<file path="config.mk">
export PLATFORM = sky130hd
export DESIGN_NAME = imm_gen_pipe
export DESIGN_NICKNAME = d
export VERILOG_FILES = /design/src/rtl/imm_gen_pipe.sv
export SDC_FILE = /design/constraint.sdc
export NUM_CORES = 1
export LEC_CHECK = 0
export ABC_CLOCK_PERIOD_IN_PS = 2100
export BUFFER_PORTS_ARGS = -buffer_cell sky130_fd_sc_hd__buf_2
export CAP_MARGIN = 10
export CORE_MARGIN = 8
export CORE_UTILIZATION = 30
export CTS_BUF_LIST = sky130_fd_sc_hd__clkbuf_4 sky130_fd_sc_hd__clkbuf_8 sky130_fd_sc_hd__clkbuf_16
export DETAILED_ROUTE_END_ITERATION = 16
export MAX_ROUTING_LAYER = met4
export PLACE_DENSITY = 0.48
export SLEW_MARGIN = 20
export SYNTH_ARGS = -nofsm -noshare
export SYNTH_HDL_FRONTEND = slang
export SYNTH_SLANG_ARGS = --single-unit
</file>
<file path="constraint.sdc">
create_clock -name clk -period 2.1 [get_ports clk]
set_input_delay 0.315 -clock clk [delete_from_list [all_inputs] [get_ports clk]]
set_output_delay 0.315 -clock clk [all_outputs]
set_load 0.02 [all_outputs]
</file>
<file path="src/rtl/imm_gen_pipe.sv">
`default_nettype none
// +----------------------------------------------------------------------------+
// | imm_gen_pipe: RV immediate generator with a 2-entry valid/ready output FIFO |
// | Revision: 1.0                                                              |
// +----------------------------------------------------------------------------+
module imm_gen_pipe #(
  parameter int XLEN        = 32,
  parameter bit AUTO_DECODE = 1'b0,
  parameter int TAG_W       = 8
) (
  input  logic             clk,
  input  logic             rst_n,
  input  logic             flush,
  input  logic             in_valid,
  output logic             in_ready,
  input  logic [31:0]      in_instr,
  input  logic [2:0]       in_imm_type,
  input  logic [TAG_W-1:0] in_tag,
  output logic             out_valid,
  input  logic             out_ready,
  output logic [XLEN-1:0]  out_imm,
  output logic             out_err,
  output logic [TAG_W-1:0] out_tag
);

  // FMT_SHW is the 5-bit shamt of the RV64 word-shift opcode.
  typedef enum logic [3:0] {
    FMT_I, FMT_S, FMT_B, FMT_U, FMT_J, FMT_Z, FMT_SH, FMT_SHW, FMT_ERR
  } fmt_e;

  fmt_e            fmt;
  logic [XLEN-1:0] imm_w;
  logic            err_w;
  logic [2:0]      funct3;
  logic            is_shift;

  assign funct3   = in_instr[14:12];
  assign is_shift = (funct3 == 3'b001) || (funct3 == 3'b101);

  always_comb begin : p_format
    fmt = FMT_ERR;
    if (AUTO_DECODE) begin
      case (in_instr[6:0])
        7'b0000011, 7'b1100111: fmt = FMT_I;
        7'b0010011:             fmt = is_shift ? FMT_SH : FMT_I;
        7'b0100011:             fmt = FMT_S;
        7'b1100011:             fmt = FMT_B;
        7'b0110111, 7'b0010111: fmt = FMT_U;
        7'b1101111:             fmt = FMT_J;
        7'b1110011:             fmt = funct3[2] ? FMT_Z : FMT_I;
        7'b0011011:             fmt = (XLEN == 64) ? (is_shift ? FMT_SHW : FMT_I) : FMT_ERR;
        default:                fmt = FMT_ERR;
      endcase
    end else begin
      case (in_imm_type)
        3'd0:    fmt = FMT_I;
        3'd1:    fmt = FMT_S;
        3'd2:    fmt = FMT_B;
        3'd3:    fmt = FMT_U;
        3'd4:    fmt = FMT_J;
        3'd5:    fmt = FMT_Z;
        3'd6:    fmt = FMT_SH;
        default: fmt = FMT_ERR;
      endcase
    end
  end

  always_comb begin : p_extend
    imm_w = '0;
    err_w = 1'b0;
    case (fmt)
      FMT_I:   imm_w = XLEN'($signed(in_instr[31:20]));
      FMT_S:   imm_w = XLEN'($signed({in_instr[31:25], in_instr[11:7]}));
      FMT_B:   imm_w = XLEN'($signed({in_instr[31], in_instr[7], in_instr[30:25],
                                      in_instr[11:8], 1'b0}));
      FMT_U:   imm_w = XLEN'($signed({in_instr[31:12], 12'b0}));
      FMT_J:   imm_w = XLEN'($signed({in_instr[31], in_instr[19:12], in_instr[20],
                                      in_instr[30:21], 1'b0}));
      FMT_Z:   imm_w = XLEN'(in_instr[19:15]);
      FMT_SH:  imm_w = (XLEN == 64) ? XLEN'(in_instr[25:20]) : XLEN'(in_instr[24:20]);
      FMT_SHW: imm_w = XLEN'(in_instr[24:20]);
      default: err_w = 1'b1;
    endcase
  end

  logic [1:0]       count_q, count_d;
  logic             wr_ptr_q, wr_ptr_d;
  logic             rd_ptr_q, rd_ptr_d;
  logic [XLEN-1:0]  imm_mem_q [2];
  logic [XLEN-1:0]  imm_mem_d [2];
  logic             err_mem_q [2];
  logic             err_mem_d [2];
  logic [TAG_W-1:0] tag_mem_q [2];
  logic [TAG_W-1:0] tag_mem_d [2];
  logic             push;
  logic             pop;

  assign in_ready  = rst_n && (count_q < 2'd2);
  assign out_valid = (count_q != 2'd0);
  assign push      = in_valid && in_ready;
  assign pop       = out_valid && out_ready;
  assign out_imm   = imm_mem_q[rd_ptr_q];
  assign out_err   = err_mem_q[rd_ptr_q];
  assign out_tag   = tag_mem_q[rd_ptr_q];

  always_comb begin : p_fifo_next
    count_d   = count_q;
    wr_ptr_d  = wr_ptr_q;
    rd_ptr_d  = rd_ptr_q;
    imm_mem_d = imm_mem_q;
    err_mem_d = err_mem_q;
    tag_mem_d = tag_mem_q;
    if (flush) begin
      count_d  = 2'd0;
      wr_ptr_d = 1'b0;
      rd_ptr_d = 1'b0;
    end else begin
      if (push) begin
        imm_mem_d[wr_ptr_q] = imm_w;
        err_mem_d[wr_ptr_q] = err_w;
        tag_mem_d[wr_ptr_q] = in_tag;
        wr_ptr_d            = ~wr_ptr_q;
      end
      if (pop) begin
        rd_ptr_d = ~rd_ptr_q;
      end
      case ({push, pop})
        2'b10:   count_d = count_q + 2'd1;
        2'b01:   count_d = count_q - 2'd1;
        default: count_d = count_q;
      endcase
    end
  end

  // Storage is cleared on reset so out_* read as zero while empty after reset.
  always_ff @(posedge clk) begin : p_fifo_regs
    if (!rst_n) begin
      count_q  <= 2'd0;
      wr_ptr_q <= 1'b0;
      rd_ptr_q <= 1'b0;
      for (int i = 0; i < 2; i++) begin
        imm_mem_q[i] <= '0;
        err_mem_q[i] <= 1'b0;
        tag_mem_q[i] <= '0;
      end
    end else begin
      count_q   <= count_d;
      wr_ptr_q  <= wr_ptr_d;
      rd_ptr_q  <= rd_ptr_d;
      imm_mem_q <= imm_mem_d;
      err_mem_q <= err_mem_d;
      tag_mem_q <= tag_mem_d;
    end
  end

endmodule
`default_nettype wire

</file>
Word level (Yosys, flattened, before mapping)

Cells that the tools add are included.

$add $sub $neg: 2
$mul: 0
Div/mod/pow operators: 0
Magnitude comparators: 4
Equal/unequal tests: 15
Shift-type cells: 0
Muxes and demuxes: 22
Bitwise operators: 6
Reduce and logical (&&, ||, !) cells: 12

Operators by type and width:

| kind                 | count |
|---|---|
| $pmux W32 S7         | 1 |
| $mux W32             | 4 |
| $bwmux W64           | 1 |
| $demux W32 S1        | 1 |
| $mux W8              | 4 |
| $pmux W4 S7          | 1 |
| $bwmux W16           | 1 |
| $eq A4 B3 Y1 const B | 4 |
| $eq A3 B3 Y1 const B | 3 |
| $demux W8 S1         | 1 |
| $eq A4 B2 Y1 const B | 2 |
| $reduce_or A8 Y1     | 1 |
| $eq A3 B2 Y1 const B | 2 |
| $mux W1              | 5 |
| $eq A4 B1 Y1 const B | 1 |
| $ge A2 B2 Y1 const B | 2 |
| $logic_and A1 B1 Y1  | 4 |
| $logic_not A4 Y1     | 1 |
| $not A1 Y1           | 4 |
| $not A1 Y2           | 2 |
| $pmux W2 S2          | 1 |
| $reduce_bool A2 Y1   | 2 |
| $reduce_or A2 Y1     | 2 |
| $eq A3 B1 Y1 const B | 1 |
| other kinds (10)     | 10 |

Bits in registers: 86
Latch bits: 0
Memory bits (writable): 0
ROM bits: 0
Output and inout port bits: 43
Word-level logic and storage cells: 70
Memories: 0

Depth between registers and ports, before layout

Depth in word-level cells: 6
Mapped depth: 5

Least setup slack after synthesis

No wires, ideal clock.

Kind: reg-to-output
Start: register rd_ptr_q
End: output out_imm[29]
Arrival: 1.268 ns
Data required time: 1.785 ns
Setup slack: 0.517 ns
Stages on the path, launching flop included: 4
Path buffers: 2
Cell sequence: dfxtp_1 clkbuf_1 clkbuf_1 mux2_2

Word-level cells in the longest chain between the ends: 4

RTL lines:

| element                                      | line | source |
|---|---|---|
| from (decl)                                  | 88   | `logic rd_ptr_q, rd_ptr_d;` |
| from (signal assigned)                       | 149  | `rd_ptr_q <= rd_ptr_d;` |
| $not A1 Y2 (not written as such)             | 102  | `assign out_imm = imm_mem_q[rd_ptr_q];` |
| $mux W32 (not written as such) (3 in series) | 102  |  |
| to (decl)                                    | 21   | `output logic [XLEN-1:0] out_imm,` |

No other way between the ends. The select of a mux whose other input is x is not followed.

Final worst setup path

Start: register rd_ptr_q
End: output out_imm[18]

Same word-level chain as after synthesis.

==> results.md <==
* Status: finished, final reports clean
* WHS Path Cells at 3
* DR top layer: met4
* Mean Syn Cell Area at 9.10 µm²
* Post-layout minimum cycle time at 1.87 ns
* Seq cells post-synth at 86
* # clock sinks at 86
* Post-CTS setup repair buffer count at 0
* DRT antenna net count at 0
* Synth unique cells at 42
* Setup TNS at 0 ns
* First-pass GRT wire length at 20700 µm
* Ant. Diodes at 0
* Slew margin rel. at 62.8%
* Initial antenna violation count at 0
* HPWL Detailed at 8650 µm
* Post-synth top cells: a21oi_1, dfxtp_1, clkbuf_1, mux2_2, a311oi_1
* Clock slew at reported path FFs at 0.06 ns
* CTS Buf Count at 9
* Syn_nets at 520
* R2R Path Start: count_q[1]
* RSZ-0062 raised after global routing: false
* Post-synth top area cell: dfxtp_1
* Final Wtd Congestion at 0.763
* Die W at 136 µm
* Count leader, synth: a21oi_1
* Area contributors post-synth: dfxtp_1, mux2_2, a21oi_1, a311oi_1, clkbuf_1
* Mapped cell area at 4290 µm²
* Worst-path fanout max at 22
* Data required, critical path at 1.78 ns
* Row cnt at 43
* CP Launch Type: register
* CP Cell Sequence: buf_4 -> mux2_2 -> buf_2
* DRT Pass-1 Iters at 4
* Via/cell ratio at 5.51
* Placed Instances at 699
* VDD IR max at 0.473 mV
* Starting Density at 30.8%
* Post-synth EDFFs at 0
* GRT Residual Overflow at 0
* Total wire length at 13100 µm
* Root Driver: clkbuf_16
* Syn. warnings at 0
* Cell Pwr Density at 775 nW/µm²
* Core Region at 13900 µm²
* Reg2reg setup slack at 0.55 ns
* FFs w/ async S/R, synth at 0%
* Clock Tree Buf Depth at 2
* Post-CTS sizing at 0
* Crit-path leading delay family: buffers and inverters
* Reg2Reg Depth at 4
* Worst Tran Pin Value at 0.556 ns
* Initial drt markers at 211
* Setup crit end kind: output pin
* Worst hold path class: in2reg
* FF-to-FF End: imm_mem_q[23]
* CTS tree: done
* Fmax at 535 MHz
* Maxcap violations at 0
* Nets@finish at 579
* Vias in the first global route at 4048
* Worst EP arrival at 1.55 ns
* Vias at 3940
* Mapped Cells at 471
* Yosys top cell area share at 40.2%
* Boundary Pins at 91
* Die Area at 18400 µm²
* Crit Path Category: reg2out
* Period utilization at 88.9%
* Final Util at 37.6%
* Largest net degree at the start of global routing at 83
* I/O Buffers at 83
* Die Span Y at 136 µm
* Non-Filler Instances at 715
* Final count of hold timing violations at 0
* M1 WL at 6250 µm
* Met2 Wirelength at 6230 µm
* Clk_lat worst skew at 0.34 ns
* Metal3 WL at 584 µm
* Slowest-stage cell, CP: mux2_2
* H-tree depth at 3
* Pins Over Slew Limit at 0
* Total track usage at 14.6%
* Hold buffers post-CTS at 0
* LEAKAGE at 1.97 nW
* Crit path buffers/inverters at 2
* Drt wl/cell at 18.4 µm
* Sequential share of the synthesized area at 40.2%
* Layout cell share with drive strength beyond 1 at 31.8%
* Final setup violation count at 0
* Worst hold endpoint: tag_mem_q[15]
* HP Start: in_tag[7]
* Post-route DRC at 0
* Synth-to-Final Area Change at 22.4%
* Top_reg_cell synth: dfxtp_1
* Worst Skew at 0.00638 ns
* CP peak stage delay at 0.40 ns
-- worst max path at each step --
stage	startpoint	end	slack (ns)	cells after the start
after CTS	rd_ptr_q	out_imm[31]	0.19	3
after detailed placement	in_imm_type[2]	imm_mem_q[34]	0.24	5
after floorplan	rd_ptr_q	out_imm[29]	0.52	3
after global placement	in_imm_type[2]	imm_mem_q[43]	0.29	5
after global routing	rd_ptr_q	out_imm[18]	0.16	3
final	rd_ptr_q	out_imm[18]	0.23	3
-- layout by cell type (no fill, tap or decap), types with 2 or more instances in the layout --
master     synthesis  layout
mux2_2            41      41
bufinv_16          0       3
xnor2_1            3       3
dfxtp_1           86      84
a21oi_1           87      87
dfxtp_2            0       2
buf_12             0       3
a211oi_1          18      18
and4b_1            8       8
o21ai_1           32      32
buf_4              0      18
buf_2              6      83
nor3b_2            2       2
mux2i_1            4       4
nor4_1             8       8
nand2b_1           2       2
a311oi_1          33      33
nand3_1           19      19
nor2_1            10      10
a211o_1            4       4
o21ai_0            2       2
inv_2              1       2
nor4bb_1          13      13
nand4_1            2       2
nand2_1           11      11
or4b_1             6       6
clkbuf_16          0       9
nand4b_1           6       6
-- sequential cells by signal, summed over array words and instances (netlist names) --
register / count
err_mem_q: 2
rd_ptr_q: 1
wr_ptr_q: 1
imm_mem_q: 64
count_q: 2
tag_mem_q: 16
-- layout make-up --
type	count	area, µm²
fillers	1407	8690
multi-input cells	326	2320
flip-flops and latches	86	1720
repair buffers	104	611
clock buffers	11	246
well taps	180	225
clock inverters	5	106
inverters	3	11.3
-- through the flow --
step	total power, W	setup slack [ns]	hold WS [ns]	cell area (µm²)
finish	0.00407	0.232	0.242	5250
global route	0.00423	0.162	0.237	5250
CTS	0.00413	0.187	0.222	5250
detailed placement	0.00223	0.236	0.469	4890
global placement	0.00222	0.286	0.463	4890
floorplan	0.00205	0.517	0.455	4290
-- metal layers --
| metal | vias to the layer above | GRT usage, % |
|---|---|---|
| met5 | - | - |
| met4 | 0 | 2.96 |
| met3 | 7 | 4.49 |
| met2 | 97 | 23.4 |
| met1 | 1905 | 17.8 |
| li1 | 1931 | - |
-- where the power goes --
part / total, W / internal, W / switching [W]
clock: 0.00187 / 0.00121 / 0.000664
sequential: 0.00170 / 0.00167 / 0.0000232
combinational: 0.000496 / 0.000191 / 0.000305
-- cells by family after synthesis --
group           after synthesis  share of synthesized area, %
buf+inv                      59                          5.69
mux                          46                          12.0
compound gates              178                          25.2
xor+xnor                      4                         0.817
fa+ha+maj                     2                         0.555
flops                        86                          40.2
simple gates                 96                          15.6
-- worst reg2reg max path, stage by stage (launching register included) --
cell	delay, ns
dfxtp_1	0.36
and4bb_2	0.34
buf_12	0.30
a21oi_1	0.18
a311oi_1	0.28
Note: power is estimated with default switching activity, not from simulation.
